## src/rtl/seg7_pkg.sv

```systemverilog
// Shared glyph patterns, symbol codes, error encodings and monitor states for the
// seven-segment scroll monitor.
package seg7_pkg;

  // Segment vectors are {g,f,e,d,c,b,a}, active-low.
  localparam logic [6:0] GLYPH_BLANK = 7'b1111111;
  localparam logic [6:0] GLYPH_D     = 7'b0100001;
  localparam logic [6:0] GLYPH_E     = 7'b0000110;
  localparam logic [6:0] GLYPH_ZERO  = 7'b1000000;

  localparam logic [1:0] SYM_BLANK = 2'd0;
  localparam logic [1:0] SYM_D     = 2'd1;
  localparam logic [1:0] SYM_E     = 2'd2;
  localparam logic [1:0] SYM_ZERO  = 2'd3;

  typedef enum logic [1:0] {
    ERR_NONE   = 2'b00,
    ERR_GLYPH  = 2'b01,
    ERR_ORDER  = 2'b10,
    ERR_PERIOD = 2'b11
  } err_kind_e;

  typedef enum logic [1:0] {
    SEARCH = 2'd0,
    TRACK  = 2'd1,
    LOCKED = 2'd2,
    FAULT  = 2'd3
  } state_e;

endpackage

```

## src/rtl/seg7_glyph_decode.sv

```systemverilog
// Maps one active-low seven-segment pattern back to its 2-bit message symbol.
module seg7_glyph_decode
  import seg7_pkg::*;
(
  input  logic [6:0] seg,
  output logic [1:0] code,
  output logic       valid
);

  always_comb begin
    code  = SYM_BLANK;
    valid = 1'b1;
    case (seg)
      GLYPH_BLANK: code = SYM_BLANK;
      GLYPH_D:     code = SYM_D;
      GLYPH_E:     code = SYM_E;
      GLYPH_ZERO:  code = SYM_ZERO;
      default:     valid = 1'b0;
    endcase
  end

endmodule

```

## src/rtl/seg7_scroll_monitor.sv

```systemverilog
// Scroll-order checker for the four-digit "dE0" display; locks onto the ring phase
// and flags glyph, order and (with SEG7_SCROLL_PERIOD_CHECK_EN) step-period faults.
module seg7_scroll_monitor
  import seg7_pkg::*;
#(
  parameter int unsigned LOCK_COUNT = 2,
  parameter int unsigned EXP_PERIOD = 50000000,
  parameter int unsigned PERIOD_TOL = 1000,
  parameter int unsigned PERIOD_W   = 27
) (
  input  logic                CLOCK_50,
  input  logic                resetn,
  input  logic [6:0]          hex0,
  input  logic [6:0]          hex1,
  input  logic [6:0]          hex2,
  input  logic [6:0]          hex3,
  input  logic                clr_err,
  output logic                locked,
  output logic [1:0]          phase,
  output logic                step,
  output logic [15:0]         step_cnt,
  output logic                err,
  output logic [1:0]          err_kind,
  output logic [PERIOD_W-1:0] last_period
);

  logic [27:0] s1_q, s2_q;

  always_ff @(posedge CLOCK_50 or negedge resetn) begin
    if (!resetn) begin
      s1_q <= '1;
      s2_q <= '1;
    end else begin
      s1_q <= {hex3, hex2, hex1, hex0};
      s2_q <= s1_q;
    end
  end

  logic [1:0] c3, c2, c1, c0;
  logic [3:0] vld;

  seg7_glyph_decode u_dec3 (.seg(s1_q[27:21]), .code(c3), .valid(vld[3]));
  seg7_glyph_decode u_dec2 (.seg(s1_q[20:14]), .code(c2), .valid(vld[2]));
  seg7_glyph_decode u_dec1 (.seg(s1_q[13:7]),  .code(c1), .valid(vld[1]));
  seg7_glyph_decode u_dec0 (.seg(s1_q[6:0]),   .code(c0), .valid(vld[0]));

  logic glyph_ok, win_ok;

  // The ring is 0,1,2,3, so a valid window is hex3's symbol followed by +1,+2,+3.
  assign glyph_ok = &vld;
  assign win_ok   = glyph_ok
                 && (c2 == 2'(c3 + 2'd1))
                 && (c1 == 2'(c3 + 2'd2))
                 && (c0 == 2'(c3 + 2'd3));

  logic       ev_change, ev_glyph_ok, ev_win_ok;
  logic [1:0] ev_phase;

  always_ff @(posedge CLOCK_50 or negedge resetn) begin
    if (!resetn) begin
      ev_change   <= 1'b0;
      ev_glyph_ok <= 1'b0;
      ev_win_ok   <= 1'b0;
      ev_phase    <= '0;
    end else begin
      ev_change   <= (s1_q != s2_q);
      ev_glyph_ok <= glyph_ok;
      ev_win_ok   <= win_ok;
      ev_phase    <= c3;
    end
  end

  logic period_ok;

`ifdef SEG7_SCROLL_PERIOD_CHECK_EN
  localparam logic [PERIOD_W-1:0] P1_LO = PERIOD_W'(EXP_PERIOD - PERIOD_TOL);
  localparam logic [PERIOD_W-1:0] P1_HI = PERIOD_W'(EXP_PERIOD + PERIOD_TOL);
  localparam logic [PERIOD_W-1:0] P2_LO = PERIOD_W'(2 * EXP_PERIOD - PERIOD_TOL);
  localparam logic [PERIOD_W-1:0] P2_HI = PERIOD_W'(2 * EXP_PERIOD + PERIOD_TOL);

  logic [PERIOD_W-1:0] per_cnt_q, last_per_q;

  // per_cnt_q holds the cycles elapsed since the previous change event.
  always_ff @(posedge CLOCK_50 or negedge resetn) begin
    if (!resetn) begin
      per_cnt_q  <= '0;
      last_per_q <= '0;
    end else if (ev_change) begin
      per_cnt_q  <= PERIOD_W'(1);
      last_per_q <= per_cnt_q;
    end else if (per_cnt_q != '1) begin
      per_cnt_q  <= per_cnt_q + 1'b1;
    end
  end

  assign period_ok   = ((per_cnt_q >= P1_LO) && (per_cnt_q <= P1_HI))
                    || ((per_cnt_q >= P2_LO) && (per_cnt_q <= P2_HI));
  assign last_period = last_per_q;
`else
  // Period limits stay referenced so the unchecked build keeps the same parameter set.
  assign period_ok   = 1'b1 | (EXP_PERIOD[0] ^ PERIOD_TOL[0]);
  assign last_period = '0;
`endif

  state_e     state_q, state_d;
  logic [1:0] phase_q, phase_d, phase_next;
  logic [3:0] match_q, match_d, match_inc;
  logic       step_q, step_d;
  logic       locked_q;
  logic [15:0] step_cnt_q;
  logic       err_q, err_new;
  err_kind_e  err_kind_q, kind_new;

  assign phase_next = phase_q + 2'd1;
  assign match_inc  = match_q + 4'd1;

  always_comb begin
    state_d  = state_q;
    phase_d  = phase_q;
    match_d  = match_q;
    step_d   = 1'b0;
    err_new  = 1'b0;
    kind_new = ERR_NONE;
    unique case (state_q)
      SEARCH: begin
        if (ev_win_ok) begin
          state_d = TRACK;
          phase_d = ev_phase;
          match_d = '0;
        end
      end
      TRACK: begin
        if (ev_change) begin
          if (ev_win_ok && (ev_phase == phase_next)) begin
            phase_d = ev_phase;
            match_d = match_inc;
            if (32'(match_inc) >= LOCK_COUNT) state_d = LOCKED;
          end else begin
            state_d = SEARCH;
            if (ev_win_ok) phase_d = ev_phase;
          end
        end
      end
      LOCKED: begin
        if (ev_change) begin
          if (!ev_glyph_ok) begin
            state_d  = FAULT;
            err_new  = 1'b1;
            kind_new = ERR_GLYPH;
          end else if (!ev_win_ok || (ev_phase != phase_next)) begin
            state_d  = FAULT;
            err_new  = 1'b1;
            kind_new = ERR_ORDER;
          end else if (!period_ok) begin
            state_d  = FAULT;
            err_new  = 1'b1;
            kind_new = ERR_PERIOD;
          end else begin
            phase_d = ev_phase;
            step_d  = 1'b1;
          end
        end
      end
      FAULT: state_d = SEARCH;
    endcase
  end

  always_ff @(posedge CLOCK_50 or negedge resetn) begin
    if (!resetn) begin
      state_q    <= SEARCH;
      phase_q    <= '0;
      match_q    <= '0;
      step_q     <= 1'b0;
      locked_q   <= 1'b0;
      step_cnt_q <= '0;
      err_q      <= 1'b0;
      err_kind_q <= ERR_NONE;
    end else begin
      state_q  <= state_d;
      phase_q  <= phase_d;
      match_q  <= match_d;
      step_q   <= step_d;
      locked_q <= (state_d == LOCKED);
      if (step_d) step_cnt_q <= step_cnt_q + 16'd1;
      // A fresh fault outranks a simultaneous clear.
      if (err_new) begin
        err_q      <= 1'b1;
        err_kind_q <= kind_new;
      end else if (clr_err) begin
        err_q      <= 1'b0;
        err_kind_q <= ERR_NONE;
      end
    end
  end

  assign locked   = locked_q;
  assign phase    = phase_q;
  assign step     = step_q;
  assign step_cnt = step_cnt_q;
  assign err      = err_q;
  assign err_kind = err_kind_q;

endmodule

```

## config.mk

```make
export PLATFORM = sky130hd
export DESIGN_NAME = seg7_scroll_monitor
export DESIGN_NICKNAME = d
export VERILOG_FILES = /design/src/rtl/seg7_pkg.sv /design/src/rtl/seg7_glyph_decode.sv /design/src/rtl/seg7_scroll_monitor.sv
export SDC_FILE = /design/constraint.sdc
export NUM_CORES = 1
export LEC_CHECK = 0
export ABC_AREA = 0
export CAP_MARGIN = 20
export CORE_AREA = 2 2 68 118
export CTS_CLUSTER_DIAMETER = 80
export DETAILED_ROUTE_END_ITERATION = 6
export DIE_AREA = 0 0 70 120
export PLACE_DENSITY = 0.9
export SKIP_CTS_REPAIR_TIMING = 1
export SLEW_MARGIN = 20
export SYNTH_ARGS = -nofsm -noshare
export SYNTH_HDL_FRONTEND = slang
export SYNTH_SLANG_ARGS = --single-unit
```

## constraint.sdc

```tcl
create_clock -name CLOCK_50 -period 3.42 [get_ports CLOCK_50]
set_input_delay 0.855 -clock CLOCK_50 [delete_from_list [all_inputs] [get_ports CLOCK_50]]
set_output_delay 0.855 -clock CLOCK_50 [all_outputs]
set_load 0.03 [all_outputs]
```

==> results.sh <==
export IMPL_status="complete, no violations"
export IMPL_critPathLaunchType="register"
export IMPL_r2r_end="step_cnt[15]$_DFFE_PN0P_"
export IMPL_core_area_mm2=0.007462
export IMPL_cts_sinks=90
export IMPL_vias=2641
export IMPL_netlist_area_mm2=0.003978
export IMPL_final_cell_mix="dfstp_2, clkdlybuf4s50_1, dfrtp_1"
export IMPL_rr_startpoint="state_q[0]$_DFF_PN0_"
export IMPL_hold_ws_ns=0.3889
export IMPL_yosysWarnings=0
export IMPL_clock_skew_ns=0.005176
export IMPL_drive_gt1_frac=0.1975
export IMPL_root_buffer="clkbuf_16"
export IMPL_period_minus_slack_ns=2.348
export IMPL_seq_area_frac_synth=0.5838
export IMPL_postSynthAreaPerCell_um2=11.94
export IMPL_arrival_ns=1.49
export IMPL_place_gp_congestion=0.8648
export IMPL_synth_edf_count=0
export IMPL_final_max_slew_viol_count=0
export IMPL_rrSetupSlack_ns=1.09
export IMPL_grt_pass1_vias=2633
export IMPL_grt_ovfl_total=0
export IMPL_wirelength_um=7207
export IMPL_powerDensity_mw_per_mm2=469.4
export IMPL_num_antenna_cells=0
export IMPL_clk_path_buf_depth=2
export IMPL_slew_limit_headroom=0.3837
export IMPL_power_frac_comb=0.065
export IMPL_path_delay_family="buffers and inverters"
export IMPL_ys_seq_elements=90
export IMPL_switching_share=0.2158
export IMPL_numCtsBuffers=9
export IMPL_antenna_found_initial=0
export IMPL_portBuffers=53
export IMPL_fill_cells=557
export IMPL_irDropWorstVdd_uv=397.2
export IMPL_yosysUniqueCellTypes=47
export IMPL_ant_nets=0
export IMPL_hold_depth=0
export IMPL_final_net_count=433
export IMPL_h_tree_depth=3
export IMPL_hold_path_class="register to register"
export IMPL_rsz0062_at_grt="no"
export IMPL_drc_errors=0
export IMPL_clock_fmax_ghz=0.4260
export IMPL_p_leak_nw=2.001
export IMPL_pwr_share_seq=0.516
export IMPL_rr_worst_depth=7
export IMPL_slowest_stage="clkdlybuf4s50_1"
export IMPL_worstSetupEndpointType="output pin"
export IMPL_syn_inst=333
export IMPL_fin_util=0.6439
export IMPL_tightest_slew_ns=0.9244
export IMPL_synth_area_top_cells="dfstp_2, dfrtp_1, xnor2_1"
export IMPL_cp_max_fo=5
export IMPL_crit_chain="clkdlybuf4s50_1"
export IMPL_die_area_mm2=0.008400
export IMPL_final_common_cell="dfstp_2"
export IMPL_drt_iter0_drc=205
export IMPL_max_stage_delay_ns=0.71
export IMPL_wire_per_inst_um=14.77
export IMPL_synth_flop_cell="dfstp_2"
export IMPL_hp_start="s1_q[10]$_DFF_PN1_"
export IMPL_clk_latency_ns=0.33
export IMPL_grt_max_degree=82
export IMPL_maxCapViolations=0
export IMPL_setup_tns_ns=0
export IMPL_start_util=0.5330
export IMPL_grt_total_usage=0.1880
export IMPL_drtPass1Iterations=4
export IMPL_period_share=0.6865
export IMPL_die_w_um=70
export IMPL_rows=42
export IMPL_grt_pass1_wl_um=12120
export IMPL_yosysTopAreaCell="dfstp_2"
export IMPL_ys_async_sr_fraction=1.000
export IMPL_p_clk_frac=0.418
export IMPL_path_class="register to output pin"
export IMPL_power_net_switching_uw=486.8
export IMPL_synth_top_area_share=0.3699
export IMPL_vias_per_cell=5.412
export IMPL_final_hold_violation_count=0
export IMPL_cts_tree="done"
export IMPL_crit_buf_inv=1
export IMPL_io_pins=81
export IMPL_hpwl_um=5299
export IMPL_fp_dieH_um=120
export IMPL_clk_pin_slew_worst_paths_ns=0.06
export IMPL_intPower_mw=1.769
export IMPL_required_ns=2.56
export IMPL_hold_end="s2_q[10]$_DFF_PN1_"
export IMPL_power_mw=2.255
export IMPL_setup_viol=0
export IMPL_area_delta_synth_final_pct=20.79
routing by layer:
| metal | vias up | track usage | part of all wire |
|---|---|---|---|
| li1 | 1226 | - | - |
| met1 | 1280 | 0.1925 | 0.35 |
| met2 | 107 | 0.3292 | 0.55 |
| met3 | 28 | 0.04282 | 0.050 |
| met4 | 0 | 0.1358 | 0.053 |
| met5 | - | 0 | 0 |
flip-flops by register name (all words and copies together), names as in the netlist:
signal and cells:
err 1, err_kind 2, ev_change 1, ev_glyph_ok 1, ev_phase 2, ev_win_ok 1
locked 1, match_q 4, phase 2, s1_q 28, s2_q 28, state_q 2
step 1, step_cnt 16
worst register-to-register path, delay by kind of cell, from the launching register on:
family / cells / cell delay [ns]
buffers and inverters: 1 / 0.12
and+or+nand+nor: 4 / 1.26
DFF: 1 / 0.42
adders and majority gates: 1 / 0.26
xor gates and xnor gates: 1 / 0.19
through the flow:
step / cell area [um^2] / worst slack (ns) / cells
after global routing: 4805 / 0.9380 / 488
final: 4805 / 1.072 / 488
after CTS: 4805 / 1.063 / 488
after floorplan: 4075 / 1.353 / 359
after detailed placement: 4509 / 1.119 / 472
after global placement: 4509 / 1.291 / 472
cell families (layout without fill, tap and decap cells):
group	after synthesis	after routing	synth area share
buf+inv	42	83	0.06543
flops	90	90	0.5838
simple gates	100	100	0.1387
fa+ha+maj	7	7	0.02202
compound gates	41	41	0.07235
other cells	1	27	0.0009428
mux	5	5	0.01321
xor+xnor	47	47	0.1035
synth_stat cells, types with 7 or more instances:
cell     number
dfstp_2      56
dfrtp_1      34
buf_4        27
xnor2_1      25
nand2_1      24
xor2_1       22
nor2_1       17
inv_1        13
nand3_1      13
a21oi_1      10
ha_1          7
nand4_1       7
nor4_1        7
power by group through the flow:
| stage | logic, mW | registers [mW] | clock network, mW |
|---|---|---|---|
| after global routing | 0.162 | 1.17 | 1.02 |
| after detailed placement | 0.148 | 1.18 | 0 |
| after CTS | 0.149 | 1.16 | 0.970 |
| final | 0.147 | 1.16 | 0.943 |
| after floorplan | 0.110 | 1.17 | 0 |
| after global placement | 0.145 | 1.18 | 0 |
worst max-delay path by stage:
| stage | start | to | slack (ns) | cells after the start |
|---|---|---|---|---|
| 2_1_floorplan | step_cnt[4]$_DFFE_PN0P_ | step_cnt[15]$_DFFE_PN0P_ | 1.35 | 6 |
| 6_report | step_cnt[0]$_DFFE_PN0P_ | step_cnt[0] | 1.07 | 1 |
| 5_1_grt | state_q[0]$_DFF_PN0_ | step_cnt[15]$_DFFE_PN0P_ | 0.94 | 7 |
| 3_3_place_gp | state_q[0]$_DFF_PN0_ | step_cnt[15]$_DFFE_PN0P_ | 1.29 | 7 |
| 3_5_place_dp | state_q[0]$_DFF_PN0_ | step_cnt[15]$_DFFE_PN0P_ | 1.12 | 7 |
| 4_1_cts | step_cnt[0]$_DFFE_PN0P_ | step_cnt[0] | 1.06 | 1 |
final cells by class:
| type | instances | area (um^2) | share of cell area |
|---|---|---|---|
| clock buffers | 15 | 290.3 | 0.06042 |
| clock inverters | 1 | 5.005 | 0.001042 |
| inverters | 13 | 48.80 | 0.01016 |
| multi-input cells | 227 | 1493 | 0.3107 |
| flip-flops and latches | 90 | 2322 | 0.4833 |
| well taps | 88 | 110.1 | 0.02292 |
| repair buffers | 54 | 535.5 | 0.1115 |
No activity file was read; power rests on OpenSTA's default activity.
